--- src/rtl/axi_burst_writer.sv ---
// AXI write master: drains a valid/ready word stream into INCR bursts over a linear address range.
// Optional build macro ABORT_ON_SLVERR_EN: a non-OKAY write response ends the job early.
module axi_burst_writer #(
    parameter int MAX_BURST = 16,
    parameter int CNT_W     = 16
) (
    input  logic             ACLK,
    input  logic             ARESETn,
    input  logic             start,
    input  logic [31:0]      base_addr,
    input  logic [CNT_W-1:0] total_words,
    output logic             busy,
    output logic             done,
    output logic             err,
    input  logic [31:0]      s_data,
    input  logic             s_valid,
    output logic             s_ready,
    output logic             AWID,
    output logic [31:0]      AWADDR,
    output logic [7:0]       AWLEN,
    output logic [2:0]       AWSIZE,
    output logic [1:0]       AWBURST,
    output logic             AWVALID,
    input  logic             AWREADY,
    output logic             WID,
    output logic [31:0]      WDATA,
    output logic [3:0]       WSTRB,
    output logic             WLAST,
    output logic             WVALID,
    input  logic             WREADY,
    output logic             BREADY,
    input  logic             BID,
    input  logic [1:0]       BRESP,
    input  logic             BVALID
);

    // state | meaning
    // IDLE  | waiting for start
    // AW    | burst address offered
    // W     | streaming beats straight from the source
    // B     | waiting for the write response
    // FIN   | one-cycle done pulse
    typedef enum logic [2:0] {S_IDLE, S_AW, S_W, S_B, S_FIN} state_t;

    state_t           state_q, state_d;
    logic [31:0]      addr_q, addr_d;
    logic [CNT_W-1:0] rem_q, rem_d;
    logic [7:0]       cnt_q, cnt_d;
    logic [31:0]      awaddr_q, awaddr_d;
    logic [7:0]       awlen_q, awlen_d;
    logic             err_q, err_d;
    logic             resp_taken;
    logic [8:0]       burst_beats;
    logic             unused_bid;

    assign unused_bid = BID;

    // Beats limited by words left, MAX_BURST and the room left in the current 4 KB page.
    function automatic logic [7:0] calc_awlen(input logic [31:0] a, input logic [CNT_W-1:0] r);
        logic [31:0] n;
        logic [31:0] room;
        n = 32'(r);
        if (n > 32'(MAX_BURST)) n = 32'(MAX_BURST);
        room = 32'd1024 - {22'd0, a[11:2]};
        if (n > room) n = room;
        return 8'(n - 32'd1);
    endfunction

    always_ff @(posedge ACLK or negedge ARESETn) begin
        if (!ARESETn) begin
            state_q  <= S_IDLE;
            addr_q   <= '0;
            rem_q    <= '0;
            cnt_q    <= '0;
            awaddr_q <= '0;
            awlen_q  <= '0;
            err_q    <= 1'b0;
        end else begin
            state_q  <= state_d;
            addr_q   <= addr_d;
            rem_q    <= rem_d;
            cnt_q    <= cnt_d;
            awaddr_q <= awaddr_d;
            awlen_q  <= awlen_d;
            err_q    <= err_d;
        end
    end

    always_comb begin
        state_d     = state_q;
        addr_d      = addr_q;
        rem_d       = rem_q;
        cnt_d       = cnt_q;
        awaddr_d    = awaddr_q;
        awlen_d     = awlen_q;
        err_d       = err_q;
        resp_taken  = 1'b0;
        burst_beats = {1'b0, awlen_q} + 9'd1;
        case (state_q)
            S_IDLE: begin
                if (start) begin
                    err_d = 1'b0;
                    if (total_words != '0) begin
                        addr_d  = {base_addr[31:2], 2'b00};
                        rem_d   = total_words;
                        state_d = S_AW;
                    end else begin
                        state_d = S_FIN;
                    end
                end
            end
            S_AW: begin
                if (AWREADY) begin
                    cnt_d   = '0;
                    state_d = S_W;
                end
            end
            S_W: begin
                if (s_valid && WREADY) begin
                    cnt_d = cnt_q + 8'd1;
                    rem_d = rem_q - CNT_W'(1);
                    if (cnt_q == awlen_q) begin
                        // A slave answering combinationally with WLAST lets us skip B.
                        if (BVALID) resp_taken = 1'b1;
                        else        state_d    = S_B;
                    end
                end
            end
            S_B: begin
                if (BVALID) resp_taken = 1'b1;
            end
            S_FIN: state_d = S_IDLE;
            default: state_d = S_IDLE;
        endcase

        if (resp_taken) begin
            addr_d = addr_q + {21'd0, burst_beats, 2'b00};
            if (BRESP != 2'b00) err_d = 1'b1;
`ifdef ABORT_ON_SLVERR_EN
            state_d = (BRESP != 2'b00 || rem_d == '0) ? S_FIN : S_AW;
`else
            state_d = (rem_d == '0) ? S_FIN : S_AW;
`endif
        end

        if (state_d == S_AW && state_q != S_AW) begin
            awaddr_d = addr_d;
            awlen_d  = calc_awlen(addr_d, rem_d);
        end
    end

    always_comb begin
        busy    = 1'b0;
        done    = 1'b0;
        AWVALID = 1'b0;
        WVALID  = 1'b0;
        WLAST   = 1'b0;
        s_ready = 1'b0;
        BREADY  = 1'b0;
        case (state_q)
            S_AW: begin
                busy    = 1'b1;
                AWVALID = 1'b1;
            end
            S_W: begin
                busy    = 1'b1;
                WVALID  = s_valid;
                s_ready = WREADY;
                WLAST   = (cnt_q == awlen_q);
                BREADY  = 1'b1;
            end
            S_B: begin
                busy   = 1'b1;
                BREADY = 1'b1;
            end
            S_FIN: begin
                busy = 1'b1;
                done = 1'b1;
            end
            default: ;
        endcase
    end

    assign err     = err_q;
    assign AWADDR  = awaddr_q;
    assign AWLEN   = awlen_q;
    assign AWID    = 1'b0;
    assign WID     = 1'b0;
    assign AWSIZE  = 3'b010;
    assign AWBURST = 2'b01;
    assign WSTRB   = 4'hF;
    assign WDATA   = s_data;

endmodule

--- config.mk ---
export PLATFORM = sky130hd
export DESIGN_NAME = axi_burst_writer
export DESIGN_NICKNAME = d
export VERILOG_FILES = /design/src/rtl/axi_burst_writer.sv
export SDC_FILE = /design/constraint.sdc
export NUM_CORES = 1
export LEC_CHECK = 0
export CORE_ASPECT_RATIO = 0.6
export CORE_UTILIZATION = 30
export CTS_BUF_LIST = sky130_fd_sc_hd__clkbuf_2 sky130_fd_sc_hd__clkbuf_4 sky130_fd_sc_hd__clkbuf_8
export DETAILED_ROUTE_END_ITERATION = 16
export GPL_ROUTABILITY_DRIVEN = 0
export SETUP_SLACK_MARGIN = 0.4
export SYNTH_ARGS = -nofsm -noshare
export SYNTH_HDL_FRONTEND = slang
export SYNTH_SLANG_ARGS = --single-unit
--- constraint.sdc ---
create_clock -name ACLK -period 6.2 [get_ports ACLK]
set_input_delay 1.24 -clock ACLK [delete_from_list [all_inputs] [get_ports ACLK]]
set_output_delay 1.24 -clock ACLK [all_outputs]
set_load 0.005 [all_outputs]
**Yosys cells after proc, flatten, opt, wreduce, memory -nomap -nowiden**

Index checks and enable logic that the tools add are counted.

- Register bits after elaboration: 100
- Input port bits: 90
- Output and inout port bits: 91
- Word-level logic and storage cells: 73

- Eq/ne operators: 9
- Magnitude comparators: 2
- Muxes and demuxes: 39
- Add/sub/neg operators: 6
- Reductions and logical operators: 10

Operator list:

| kind | number |
|---|---|
| $mux 32 | 5 |
| $mux 16 | 4 |
| $add 32x11->32 | 1 |
| $gt 32x32->1 | 1 |
| $mux 8 | 4 |
| $pmux 16 s2 | 1 |
| $mux 3 | 8 |
| $gt 16x5->1 const B | 1 |
| $logic_not 16->1 | 1 |
| $pmux 8 s2 | 1 |
| $reduce_bool 16->1 | 1 |
| $sub 16x1->16 const B | 1 |
| $mux 1 | 14 |
| $pmux 3 s4 | 1 |
| $sub 11x10->12 const A | 1 |
| $add 8x1->9 const B | 1 |
| $add 8x1->8 const B | 1 |
| $eq 8x8->1 | 1 |
| $sub 8x1->8 const B | 1 |
| $eq 3x1->1 const B | 2 |
| $eq 3x2->1 const B | 2 |
| $ne 2x2->1 const B | 2 |
| $reduce_bool 2->1 | 2 |
| $reduce_or 4->1 | 1 |
| other kinds (7) | 8 |

**Longest topological paths before layout**

- Depth in word-level cells: 14
- Mapped depth: 29
- Depth with buffers taken out: 28

**Least setup slack after synthesis**

Ideal clock, no wire load.

- Kind: input -> register
- Start: in total_words[12]
- End: reg awlen_q[4] (netlist: AWLEN[4])
- Path buffers: 3
- Path slack: 0.184 ns
- Stages on the path: 24
- Setup time: 0.121 ns
- Arrival: 5.895 ns
- Cells stage by stage: nor4_1 nand4_1 nand2_1 clkbuf_1 mux2i_1 mux2i_1 nor4_1 or2_2 clkbuf_1 ha_1 a21o_1 a21oi_1 o21ai_0 a21oi_1 nor2_1 o31ai_1 clkbuf_1 nor2_1 a21oi_1 ha_1 nand3_1 xor2_1 mux2i_1 o21ai_1

RTL lines:

| what | line | RTL |
|---|---|---|
| start, declared | 11 | `input logic [CNT_W-1:0] total_words,` |
| $reduce_bool 16->1 * | 103 | `if (total_words != '0) begin` |
| $mux 32 * | 103 |  |
| $mux 32 * | 101 | `if (start) begin` |
| $mux 32 * | 99 | `case (state_q)` |
| $mux 32 * | 136 | `if (resp_taken) begin` |
| named net addr_d[5] | 46 | `logic [31:0] addr_q, addr_d;` |
| $sub 11x10->12 * | 64 | `room = 32'd1024 - {22'd0, a[11:2]};` |
| $gt 32x32->1 | 65 | `if (n > room) n = room;` |
| $mux 8 * | 65 |  |
| $mux 8 * | 146 | `if (state_d == S_AW && state_q != S_AW) begin` |
| $sub 8x1->8 * | 66 | `return 8'(n - 32'd1);` |
| end signal, assigned | 84 | `awlen_q <= awlen_d;` |
| end, declared | 50 | `logic [7:0] awlen_q, awlen_d;` |

Mark *: on every way through the listed nets, which the timed path passes. The rest lies on a longest branch. The select of a mux whose other input is x is not followed.
A chain may end at the register's enable or synchronous reset.

**Worst setup path in the final report**

- Start: in start
- End: reg awlen_q[7] (netlist: AWLEN[7])

- Cells in the longest elaborated chain, start to end: 9

RTL lines:

| what | line | RTL |
|---|---|---|
| start, declared | 9 | `input logic start,` |
| $mux 16 | 101 |  |
| $pmux 16 s2 | 99 |  |
| $gt 16x5->1 | 63 | `if (n > 32'(MAX_BURST)) n = 32'(MAX_BURST);` |
| $mux 16 | 63 |  |
| $mux 32 | 146 |  |
| $gt 32x32->1 | 65 |  |
| $mux 8 | 65 |  |
| $mux 8 | 146 |  |
| $sub 8x1->8 | 66 |  |

Parallel ways exist; a longest one is shown, timed or not. The select of a mux whose other input is x is not followed.

==> reports/summary.txt <==
Die width -> 191 microns
Max rail drop VDD -> 0.198 mV
Final worst clock skew -> 0.0221 ns
Critical-path cell list -> clkdlybuf4s50_1 -> nor4b_4 -> buf_4 -> buf_6 -> and2_1 -> nor2_1 -> or3b_4 -> nor4_4 -> nand4_4 -> nor2b_1 -> ha_1 -> a21o_1 -> a21oi_2 -> o21ai_1 -> a21oi_1 -> nor2_1 -> o31ai_2 -> buf_4 -> or3b_4 -> o22ai_4 -> and2_4 -> nor2_1 -> o31ai_1
Combinational family with the most area after synthesis -> simple AND/OR/NAND/NOR gates
Layout overhead on the synthesized area -> 29.0%
Layout Utilization -> 40.4%
Number of antenna violations at the first check in global routing -> 0
Average cell area after synthesis -> 9.33 sq um
Dominant cell type by area after synthesis -> sky130_fd_sc_hd__dfrtp_1
Peak per-stage delay on the critical path -> 0.46 ns
Total global routing track utilization -> 16.8%
Kind of capture point of the worst setup path -> register
End of the worst register-to-register path -> AWLEN[7]
Root cell of the clock tree -> sky130_fd_sc_hd__clkbuf_8
Core region area -> 0.0205 sq mm
Post-synthesis cell area -> 0.00641 sq mm
Worst reg2reg path startpoint -> AWLEN[1]
Clock Power Share -> 10.9%
Portion of netlist area occupied by mux cells -> 6.81%
Via count of the routed design -> 5475
Switching power summed over all nets -> 0.00191 W
Number of cells in the finished layout apart from fillers -> 1095
Number of flops mapped to enable cells by yosys -> 0
Top metal layer carrying routed signals -> met4
Maximum fanout count along the critical path -> 13
Final HPWL DP -> 13900 microns
Area contributors post-synth -> sky130_fd_sc_hd__dfrtp_1 39%, sky130_fd_sc_hd__buf_4 5.3%, sky130_fd_sc_hd__ha_1 4.9%
Adder and majority gate portion of the synthesized area -> 5.19%
Worst-skew pair later-pin latency -> 0.39 ns
Placed Cells -> 1073
Count of final setup violators -> 0
I/O pin count -> 181
Dominant register cell in the synthesized netlist -> sky130_fd_sc_hd__dfrtp_1
Cells on worst reg2reg path -> 26
# rows -> 40
Crit start category -> input pin
Bufs and invs on worst path -> 4
Setup repair after global routing missed its margin -> false
Data arrival time at the worst-slack endpoint -> 5.92 ns
Reg clk slew, reported paths -> 0.10 ns
Maximum number of pins on one net before global-route repair -> 70
Cells after synthesis -> 687
WL met2 -> 6900 microns
Number of buffers inserted by hold repair at cts -> 0
Category of the most critical setup path -> input pin to register
Layout net count -> 933
Share of the synthesized netlist area taken by xor and xnor gates -> 4.92%
H-tree level count -> 3
Internal power component -> 0.00256 W
GRT overflow -> 0
F_max -> 178 MHz
Count of buffers from port buffering -> 102
Die extent in y -> 115 microns
Startpoint of the lowest-slack hold path -> addr_q[0]
Met3 WL post-DR -> 1150 microns
Post-synthesis sequential element count -> 100
Most used cell, CP -> sky130_fd_sc_hd__nor2_1
End point of the most critical hold path -> addr_q[0]
Worst-case setup margin in the final layout -> 0.584 ns
Num CTS Buffers -> 9
Power after layout -> 0.00447 W
Gate family responsible for the most delay along the worst path -> simple AND/OR/NAND/NOR gates
Async set-reset flop share out of synthesis -> 100%
Initial drt markers -> 415
DRT antenna net count -> 0
Sw Share -> 42.7%
Number of global-route vias before repair -> 5075
Simple-gate share of the synthesized area -> 19.7%
Area fraction of the dominant cell type after synthesis -> 39.0%
Total count of max-transition violations in the final report -> 0
Number of hold violations in the final report -> 0
DRC errors left -> 0
Transition time at the pin with the least slew margin -> 0.916 ns
Number of max-cap violations -> 0
Required arrival time at the worst endpoint -> 6.50 ns
Setup slack on the worst flop-to-flop path -> 1.01 ns
Run status -> completed
Metal-1 WL -> 9960 microns
Synth Area in Compound Gates -> 15.3%
Clock tree buffer depth -> 2
WL per Instance -> 16.6 microns
Post-layout min period -> 5.62 ns
Overall die area -> 0.0220 sq mm
Sequential share of power -> 26.8%
TritonCTS sink count -> 100
Count of synthesis-stage warnings from yosys -> 0
Number of vias per cell after detailed routing -> 5.00
Detailed-routing iteration count for the pre-antenna-repair pass -> 4
Antenna diodes -> 0
Worst Hold Path Cells -> 1
Relative contribution of combinational cells to total power -> 62.3%
TritonCTS clock tree -> yes
Share of synthesized area occupied by flip-flops and latches -> 39.0%
Max_slew headroom -> 38.9%
Share of final-layout standard cells stronger than drive strength 1 -> 15.3%
Post-place setup slack -> -0.0685 ns
HP Class -> register to register
Final period util -> 90.6%
Global-route wire length before repair -> 28200 microns
Cell leakage power -> 3.61 nW
Critical-path top delay cell -> sky130_fd_sc_hd__clkdlybuf4s50_1
Cell variety after synth -> 70
Initial standard-cell utilization of the core -> 31.3%
Power per Cell Area -> 541 mW/mm^2
WL final -> 18100 microns
## power by group through the flow
stage | sequential [W] | clock (W) | combinational, W
3_3_place_gp | 0.00120 | 0 | 0.00263
6_report | 0.00120 | 0.000485 | 0.00279
5_1_grt | 0.00124 | 0.000528 | 0.00307
3_5_place_dp | 0.00120 | 0 | 0.00266
2_1_floorplan | 0.00114 | 0 | 0.00164
4_1_cts | 0.00119 | 0.000502 | 0.00269
## synth_stat cells (12+ instances only)
| master | count |
|---|---|
| sky130_fd_sc_hd__nor2_1 | 65 |
| sky130_fd_sc_hd__ha_1 | 25 |
| sky130_fd_sc_hd__xnor2_1 | 15 |
| sky130_fd_sc_hd__nand2_1 | 50 |
| sky130_fd_sc_hd__a21oi_1 | 28 |
| sky130_fd_sc_hd__and2_1 | 14 |
| sky130_fd_sc_hd__o21ai_0 | 30 |
| sky130_fd_sc_hd__and3_1 | 12 |
| sky130_fd_sc_hd__dfrtp_1 | 100 |
| sky130_fd_sc_hd__xor2_1 | 21 |
| sky130_fd_sc_hd__clkbuf_1 | 22 |
| sky130_fd_sc_hd__nand3_1 | 23 |
| sky130_fd_sc_hd__inv_1 | 26 |
| sky130_fd_sc_hd__mux2_1 | 26 |
| sky130_fd_sc_hd__nand4_1 | 14 |
| sky130_fd_sc_hd__buf_4 | 45 |
## cell type report
class                      instances  area (sq um)
inverter                          26          97.6
multi-input combinational        503          3490
clock inverter                     6          86.3
timing repair buffer             177          1610
sequential                       100          2500
clock buffer                      10           138
tap                              273           342
fill                            2049         12200
## placed cells by master (no fill, tap or decap), drive strengths merged, types with 5 or more instances in the layout
cell / instances
conb: 17
nor4: 11
xnor2: 15
o31ai: 8
dfrtp: 100
a311oi: 10
o21ai: 40
nand3: 23
nand2: 51
and2: 16
mux2: 29
nor3: 8
clkbuf: 10
a21o: 7
inv: 27
a211oi: 10
xor2: 21
clkdlybuf4s50: 97
ha: 25
nand4: 15
and3: 12
o21a: 5
or3: 6
nand2b: 6
nor2b: 7
a21oi: 28
mux2i: 11
buf: 76
nor2: 65
## flip-flops by register name, summed over array words and instances, names as in the netlist
signal   cells
AWADDR      32
addr_q      32
rem_q       16
AWLEN        8
cnt_q        8
state_q      3
err          1
## routing by layer
metal / global-route usage [%] / vias up
li1: - / 2661
met1: 26.9 / 2655
met2: 21.8 / 147
met3: 4.55 / 12
met4: 3.25 / 0
met5: 0 / -
## cells by family (layout without fill, tap and decap cells)
family                     after synthesis  count (layout)
adders and majority gates               26              26
muxes                                   40              40
and+or+nand+nor                        238             238
buffers and inverters                   99             219
AOI/OAI and AO/OA                      146             146
xor gates and xnor gates                36              36
DFF                                    100             100
other                                    2              17
## per-stage QoR
stage | TNS, ns | hold slack [ns] | instance area [sq um]
final | 0 | 0.491 | 8270
after CTS | 0 | 0.494 | 8160
after global placement | -0.0324 | 0.467 | 7900
after detailed placement | -0.203 | 0.469 | 7900
after floorplan | 0 | 0.443 | 6480
after global routing | 0 | 0.519 | 8270
## how the worst max path moves through the flow
| stage | startpoint | to | slack (ns) | depth (start not counted) |
|---|---|---|---|---|
| 2_1_floorplan | total_words[12] | AWLEN[4] | 0.49 | 24 |
| 3_3_place_gp | start | AWLEN[4] | -0.03 | 24 |
| 3_5_place_dp | total_words[12] | AWLEN[4] | -0.07 | 27 |
| 4_1_cts | total_words[12] | AWLEN[7] | 0.41 | 26 |
| 5_1_grt | start | AWLEN[7] | 0.37 | 23 |
| 6_report | start | AWLEN[7] | 0.58 | 23 |
## timing repair
item / CTS / global route
pin swaps: 2 / 8
buffers inserted: 2 / 4
setup endpoints to repair: 4 / 5
gates resized for setup: 4 / 22
No activity file was read; power rests on OpenSTA's default activity.
